### src/rtl/pipe_stage_reg.sv
// pipe_stage_reg: parametrised pipeline stage register with valid/ready
// handshake, stall hold, branch flush and an optional two-entry skid buffer.
// The head register M drives the outputs. The skid register S exists only
// logically when SKID=1; with SKID=0 the state machine never enters FULL.
module pipe_stage_reg #(
  parameter int DATA_W = 16,
  parameter int CTRL_W = 1,
  parameter int SKID   = 1
) (
  input  logic              clock,
  input  logic              rst,
  input  logic              in_valid,
  output logic              in_ready,
  input  logic [DATA_W-1:0] in_data,
  input  logic [CTRL_W-1:0] in_ctrl,
  input  logic              stall,
  input  logic              flush,
  output logic              out_valid,
  input  logic              out_ready,
  output logic [DATA_W-1:0] out_data,
  output logic [CTRL_W-1:0] out_ctrl,
  output logic [1:0]        occupancy
);

  // EMPTY: nothing held; BUSY: M valid; FULL: M and S valid (SKID=1 only)
  typedef enum logic [1:0] {
    EMPTY = 2'd0,
    BUSY  = 2'd1,
    FULL  = 2'd2
  } state_t;

  state_t state_reg, state_next;

  logic [DATA_W-1:0] m_data_reg, m_data_next;
  logic [CTRL_W-1:0] m_ctrl_reg, m_ctrl_next;
  logic [DATA_W-1:0] s_data_reg, s_data_next;
  logic [CTRL_W-1:0] s_ctrl_reg, s_ctrl_next;
  logic              in_ready_reg;
  logic [1:0]        occupancy_reg, occupancy_next;

  logic m_valid;
  logic go;
  logic out_xfer;
  logic in_xfer;

  assign m_valid   = (state_reg != EMPTY);
  assign go        = out_ready & ~stall;
  // flush masks the head beat in the same cycle, before the state clears
  assign out_valid = m_valid & ~flush;
  assign out_xfer  = out_valid & go;
  // With the skid buffer in_ready is a flop, so there is no path from
  // out_ready/stall to in_ready; without it the ready path is combinational.
  assign in_ready  = (SKID != 0) ? in_ready_reg : (~m_valid | go);
  assign in_xfer   = in_valid & in_ready & ~flush;

  assign out_data  = m_data_reg;
  // bubbles never carry write enables downstream
  assign out_ctrl  = out_valid ? m_ctrl_reg : '0;
  assign occupancy = occupancy_reg;

  // Next-state and storage update: flush first, then the handshake moves
  always_comb begin
    state_next  = state_reg;
    m_data_next = m_data_reg;
    m_ctrl_next = m_ctrl_reg;
    s_data_next = s_data_reg;
    s_ctrl_next = s_ctrl_reg;
    if (flush) begin
      // kill every held beat; data bits are left as don't-care
      state_next  = EMPTY;
      m_ctrl_next = '0;
      s_ctrl_next = '0;
    end else begin
      case (state_reg)
        EMPTY: begin
          if (in_xfer) begin
            state_next  = BUSY;
            m_data_next = in_data;
            m_ctrl_next = in_ctrl;
          end
        end
        BUSY: begin
          if (in_xfer && out_xfer) begin
            m_data_next = in_data;
            m_ctrl_next = in_ctrl;
          end else if (in_xfer) begin
            // Only reachable with SKID=1: without a skid entry in_ready
            // already implies go, so an input beat always pairs with an output.
            if (SKID != 0) begin
              state_next  = FULL;
              s_data_next = in_data;
              s_ctrl_next = in_ctrl;
            end
          end else if (out_xfer) begin
            state_next = EMPTY;
          end
        end
        FULL: begin
          if (out_xfer) begin
            state_next  = BUSY;
            m_data_next = s_data_reg;
            m_ctrl_next = s_ctrl_reg;
          end
        end
        default: begin
          state_next = EMPTY;
        end
      endcase
    end
  end

  // Occupancy of the next cycle, so the occupancy output comes from a flop
  always_comb begin
    occupancy_next = 2'd0;
    case (state_next)
      BUSY:    occupancy_next = 2'd1;
      FULL:    occupancy_next = 2'd2;
      default: occupancy_next = 2'd0;
    endcase
  end

  // State and storage registers; reset clears everything immediately
  always_ff @(posedge clock or posedge rst) begin
    if (rst) begin
      state_reg     <= EMPTY;
      m_data_reg    <= '0;
      m_ctrl_reg    <= '0;
      s_data_reg    <= '0;
      s_ctrl_reg    <= '0;
      occupancy_reg <= 2'd0;
      in_ready_reg  <= 1'b1;
    end else begin
      state_reg     <= state_next;
      m_data_reg    <= m_data_next;
      m_ctrl_reg    <= m_ctrl_next;
      s_data_reg    <= s_data_next;
      s_ctrl_reg    <= s_ctrl_next;
      occupancy_reg <= occupancy_next;
      in_ready_reg  <= (state_next != FULL);
    end
  end

endmodule

### config.mk
export PLATFORM = sky130hd
export DESIGN_NAME = pipe_stage_reg
export DESIGN_NICKNAME = d
export VERILOG_FILES = /design/src/rtl/pipe_stage_reg.sv
export SDC_FILE = /design/constraint.sdc
export NUM_CORES = 1
export LEC_CHECK = 0
export ABC_AREA = 1
export BUFFER_PORTS_ARGS = -buffer_cell sky130_fd_sc_hd__buf_2
export CAP_MARGIN = 20
export CORE_MARGIN = 4
export CORE_UTILIZATION = 53
export DETAILED_ROUTE_END_ITERATION = 16
export PLACE_DENSITY = 0.79
export SYNTH_ARGS = -nofsm -noshare
export SYNTH_HDL_FRONTEND = slang
export SYNTH_SLANG_ARGS = --single-unit
### constraint.sdc
create_clock -name clock -period 1.75 [get_ports clock]
set_input_delay 0.0875 -clock clock [delete_from_list [all_inputs] [get_ports clock]]
set_output_delay 0.0875 -clock clock [all_outputs]
set_load 0.03 [all_outputs]
==> run metrics, run 1 <==
DR iter-0 viols=68; gr busiest metal=met2; slew margin rel.=62.7%; final hold slack=16.9 ps; post-synth cell types=25; CTS tree=built; Final Hold Fails=0; TritonRoute pass-1 iters=4; core area=0.00342 sq mm; Initial Util=56.1%; vias in the first global route=1526; Clock H-tree levels=2; outcome=complete, no violations; Critical Path Start Type=flip-flop; Filler cells=277; Post-CTS Setup Bufs=0; slowest stage delay, CP=520 ps; post-synthesis cell area=0.00192 sq mm; Setup TNS=0 ps; IO Port Bufs=43; clock-pin slew on the worst setup and hold paths=110 ps; register area share after synthesis=51.0%; CP Data Arrival Time=1470 ps; r2r endpoint=m_ctrl_reg$_DFFE_PP0P_; # diodes=0; Total GRT Usage=19.3%; CP Max Fanout=6; power density over the cells=1130 mW/mm^2; Crit-path slowest cell=dfrtp_1; f_max=643 MHz; Syn Area/Cell=9.67 sq um; die height=68.1 um; Mapped Cells=198; P_int=1.73 mW; R2R Setup Slk=220 ps; via count=1513; Vias/cell=5.04; worst r2r src=state_reg[0]$_DFF_PP0_; largest net degree at the start of global routing=40; GR Util met3=5.58%; Post-DP HPWL=2600 um; Sw Pwr=0.918 mW; Worst R2R Path Depth=7; Async S/R FF share, synth=100%; CTS buffer count=5; Worst Hold End=s_data_reg[11]$_DFFE_PP0P_; clock buffer depth=2; met1 Use GR=22.6%; hold_buf cts=13; Hold Path Cell Cnt=3; hold wc startpoint=in_data[11]; Worst-Skew Late Latency=330 ps; Syn Nets=221; Hold Crit Class=in -> reg; EDFF count, synth=0; antenna violations before repair=0; crit path capture type=primary output; Leak=1.31 nW; RSZ-0062 raised after global routing=false; Area Growth Syn to Fin=21.8%; Crit Path Category=reg -> out; Ports=44; worst path cell trace=nor2_4 > nor2_8 > inv_1 > nor2_1 > buf_2; Avg WL per Cell=12.8 um; # setup viols final=0; Top FF cell, synth=dfrtp_1; grt ovf=0; RePlAce Congestion=0.837; # rows=21; critical path required time=1660 ps; Ys Warns=0; worst-margin pin slew=557 ps; Max Cap Viol=0; Comb pwr share=30.3%; Final Slew Violations=0; routed wire length=3830 um; CTS sink count=39; clock skew=7.73 ps; # resized after CTS=0; Final Power=2.65 mW; Seq pwr share=48.4%; Final Cycle Share=88.9%; Nets=277; die area=0.00464 sq mm; final antenna-violating net count=0; DR DRC count=0; met2 Use GR=33.7%; global-route wire length before repair=6580 um; share of layout cells above drive strength 1=31.9%; post-layout min period=1550 ps; #FFs+latches synth=39; Switching Fraction=34.7%; clk root buf=clkbuf_4; die width=68.1 um; Clock Power Share=21.3%; peak supply drop=687 uV
worst max-delay path by stage:
stage                           start                        end  slack, ps  depth (start not counted)
2_1_floorplan      in_ready$_DFF_PP1_  s_data_reg[0]$_DFFE_PP0P_        260                          8
3_3_place_gp   state_reg[0]$_DFF_PP0_     m_ctrl_reg$_DFFE_PP0P_        250                          7
3_5_place_dp   state_reg[0]$_DFF_PP0_     m_ctrl_reg$_DFFE_PP0P_        240                          7
4_1_cts        state_reg[1]$_DFF_PP0_                   out_ctrl        190                          5
5_1_grt        state_reg[0]$_DFF_PP0_     m_ctrl_reg$_DFFE_PP0P_         20                          7
6_report       state_reg[1]$_DFF_PP0_                   out_ctrl        200                          5
stage by stage:
step                      setup slack [ps]  cells  utilization, %  instance area [sq um]
after detailed placement               244    280            62.4                   2130
final                                  195    300            68.3                   2330
after global routing                  16.7    300            68.3                   2330
after global placement                 249    280            62.4                   2130
after floorplan                        261    198               -                   1920
after CTS                              187    300            68.3                   2330
critical path: cells and delay by family (launching register included):
kind	cells	cell delay [ps]
buffers and inverters	2	290
flip-flops	1	520
AND/OR/NAND/NOR	3	320
cells in the mapped netlist, types with 3 or more instances:
cell type / n / area share [%]
nor2_1: 3 / 0.59
nand2_1: 60 / 12
mux2i_1: 13 / 6.8
o21ai_2: 16 / 7.3
buf_6: 6 / 3.5
nand3_1: 16 / 4.2
o21ai_0: 5 / 1.3
o21ai_1: 3 / 0.78
dfrtp_1: 38 / 50
inv_1: 13 / 2.5
a21oi_1: 3 / 0.78
per-layer routing:
metal  wire [um]  part of all wire [%]  up-vias
met2        1960                    51       47
met5           0                     0        -
met4          52                   1.4        0
li1            -                     -      762
met1        1630                    42      698
met3         190                   5.0        6
power groups by stage:
stage / sequential, mW / combinational [mW] / clock (mW)
final: 1.28 / 0.802 / 0.564
after global routing: 1.32 / 0.896 / 0.618
after CTS: 1.28 / 0.813 / 0.583
after detailed placement: 1.30 / 0.788 / 0
after global placement: 1.29 / 0.769 / 0
after floorplan: 1.49 / 0.374 / 0
cells in the final DEF (no fill, tap or decap), types with 3 or more instances in the layout:
| master | n |
|---|---|
| o21ai_0 | 5 |
| nand3_1 | 16 |
| o21ai_1 | 3 |
| clkbuf_4 | 5 |
| buf_2 | 43 |
| mux2i_1 | 13 |
| inv_1 | 13 |
| nand2_1 | 60 |
| nor2_1 | 3 |
| o21ai_2 | 16 |
| a21oi_1 | 3 |
| dfrtp_1 | 38 |
| dlygate4sd3_1 | 13 |
kinds of logic after synthesis:
kind of cell | after synthesis | share of synthesized area [%]
AOI/OAI and AO/OA | 31 | 11.8
buffers and inverters | 25 | 7.77
DFF | 39 | 51.0
muxes | 13 | 6.79
and+or+nand+nor | 90 | 22.7
layout make-up:
class | instances | area (sq um) | area share (%)
Sequential cell | 39 | 977 | 41.9
Multi-Input combinational cell | 134 | 790 | 33.9
Timing Repair Buffer | 59 | 380 | 16.3
Tap cell | 46 | 57.6 | 2.47
Inverter | 15 | 56.3 | 2.41
Clock buffer | 6 | 41.3 | 1.77
Clock inverter | 1 | 30.0 | 1.29
No activity file was read; power rests on OpenSTA's default activity.
==> run 2: changes to the inputs <==
--- a/config.mk
+++ b/config.mk
@@ -8,10 +8,12 @@
 export ABC_AREA = 1
 export BUFFER_PORTS_ARGS = -buffer_cell sky130_fd_sc_hd__buf_2
 export CAP_MARGIN = 20
+export CELL_PAD_IN_SITES_DETAIL_PLACEMENT = 1
+export CELL_PAD_IN_SITES_GLOBAL_PLACEMENT = 1
 export CORE_MARGIN = 4
-export CORE_UTILIZATION = 53
+export CORE_UTILIZATION = 40
 export DETAILED_ROUTE_END_ITERATION = 16
-export PLACE_DENSITY = 0.79
+export PLACE_DENSITY_LB_ADDON = 0.1
 export SYNTH_ARGS = -nofsm -noshare
 export SYNTH_HDL_FRONTEND = slang
 export SYNTH_SLANG_ARGS = --single-unit
==> run 2 against run 1 <==
- core utilization shrank 19 points
- register-to-register slack is essentially flat
- cell count shrank 1.3%
- clock skew shrank 0.50 ps
- sequential share of layout area grew 1.8 points
- die area grew 28%
- combinational power shrank 0.9%
- critical path depth grew 2
- clock power grew 3.9%
- first-iteration DRC count shrank 5.9%
- global-route usage shrank 3.1 points
==> run metrics, run 2 (synthesized netlist as in run 1, its figures left out) <==
P_int=1.70 mW; Worst-Skew Late Latency=290 ps; Avg WL per Cell=14.7 um; delay-heaviest family, CP=simple AND/OR/NAND/NOR gates; clock-pin slew on the worst setup and hold paths=80 ps; worst-margin pin slew=543 ps; Post-DP HPWL=3280 um; r2r endpoint=m_ctrl_reg$_DFFE_PP0P_; Worst R2R Path Depth=7; global-route wire length before repair=7800 um; CP Data Arrival Time=1700 ps; RSZ-0062 raised after global routing=false; # setup viols final=0; peak supply drop=458 uV; Comb pwr share=29.8%; commonest non-fill, non-tap cell in the layout=nand2_1; die area=0.00596 sq mm; Hold Crit Class=in -> reg; # rows=24; die height=77.2 um; via count=1480; clock skew=7.23 ps; Vias/cell=5.00; Nets=266; DR DRC count=0; outcome=complete, no violations; share of layout cells above drive strength 1=33.6%; vias in the first global route=1646; CTS sink count=39; antenna violations before repair=0; DR iter-0 viols=64; IO Port Bufs=43; Seq pwr share=48.3%; post-layout min period=1520 ps; Buf/Inv on CP=2; clk root buf=clkbuf_8; grt ovf=0; clock buffer depth=2; worst setup path startpoint=state_reg[0]$_DFF_PP0_; slew margin rel.=63.7%; critical path required time=1930 ps; R2R Setup Slk=230 ps; commonest cells after routing, fill and taps aside=60 x nand2_1, 43 x buf_2, 38 x dfrtp_1, 16 x nand3_1, 16 x o21ai_2; final antenna-violating net count=0; final hold slack=44.8 ps; slowest stage delay, CP=490 ps; cell mode on critical path=nand2_1; worst path cell trace=inv_2 > nand2_2 > inv_1 > nand2_1 > a21oi_1 > nand3_1 > nand2_1; Final Cycle Share=86.8%; Area Growth Syn to Fin=16.8%; CP Max Fanout=21; power density over the cells=1190 mW/mm^2; Total GRT Usage=16.2%; CTS buffer count=5; Max Cap Viol=0; f_max=658 MHz; Critical Path Start Type=flip-flop; Crit Path Category=reg -> reg; hold wc startpoint=in_data[4]; CTS tree=built; RePlAce Congestion=0.799; worst r2r src=state_reg[0]$_DFF_PP0_; # diodes=0; Leak=1.27 nW; Levels on crit path=7; Final Slew Violations=0; Setup TNS=0 ps; largest net degree at the start of global routing=24; Initial Util=42.5%; Final Hold Fails=0; core area=0.00450 sq mm; # resized after CTS=0; CP endpoint=m_ctrl_reg$_DFFE_PP0P_; TritonRoute pass-1 iters=4; die width=77.2 um; Clock H-tree levels=2; Ports=44; Switching Fraction=36.3%; Clock Power Share=22.0%; Sw Pwr=0.970 mW; crit path capture type=flip-flop; routed wire length=4360 um; Crit-path slowest cell=dfrtp_1
==> run 2: power groups by stage <==
stage	clock network (mW)	logic, mW	registers (mW)
after floorplan	0	0.374	1.49
after global placement	0	0.776	1.29
after detailed placement	0	0.810	1.30
after CTS	0.607	0.812	1.29
after global routing	0.636	0.889	1.32
final	0.586	0.795	1.29
==> run 2: timing repair <==
item                      in CTS  in global routing
hold endpoints to repair      38                  0
buffers inserted               0                  0
hold buffers                   1                  0
==> run 2: routing by layer <==
metal / part of all wire (%) / up-vias / track usage [%]
met4: 1.1 / 0 / 4.63
met3: 4.5 / 6 / 3.98
li1: - / 737 / -
met1: 45 / 706 / 20.8
met5: 0 / - / 0
met2: 49 / 31 / 27.0
==> run 2: final cells by class <==
cell class              instances  area [sq um]
fillers                       528          2270
inverters                      15          56.3
clock buffers                   7          76.3
clock inverters                 1          5.00
flip-flops and latches         39           977
well taps                      52          65.1
multi-input cells             134           790
repair buffers                 48           268
==> run 2: worst min path at each step <==
stage	endpoint	slack, ps	cells past startpoint
global placement	out_data[13]$_DFFE_PP0P_	120	3
CTS	s_data_reg[7]$_DFFE_PP0P_	40	3
global route	s_data_reg[4]$_DFFE_PP0P_	50	3
floorplan	s_data_reg[10]$_DFFE_PP0P_	230	2
finish	s_data_reg[4]$_DFFE_PP0P_	40	3
detailed placement	out_data[13]$_DFFE_PP0P_	130	3
==> run 2: worst reg2reg max path, cell delays in order, from the launching register on <==
cell and delay, ps:
dfrtp_1 490, inv_2 90, nand2_2 420, inv_1 120, nand2_1 80, a21oi_1 70, nand3_1 100, nand2_1 50
==> run 2: stage by stage <==
step                      cells  setup slack [ps]  instance area (sq um)  utilization (%)  power (mW)
after global placement      287               222                   2150             47.6        2.07
final                       296               231                   2240             49.7        2.67
after floorplan             198               261                   1920                -        1.87
after detailed placement    287               206                   2150             47.6        2.11
after global routing        296              3.22                   2240             49.7        2.84
after CTS                   296               204                   2240             49.7        2.71
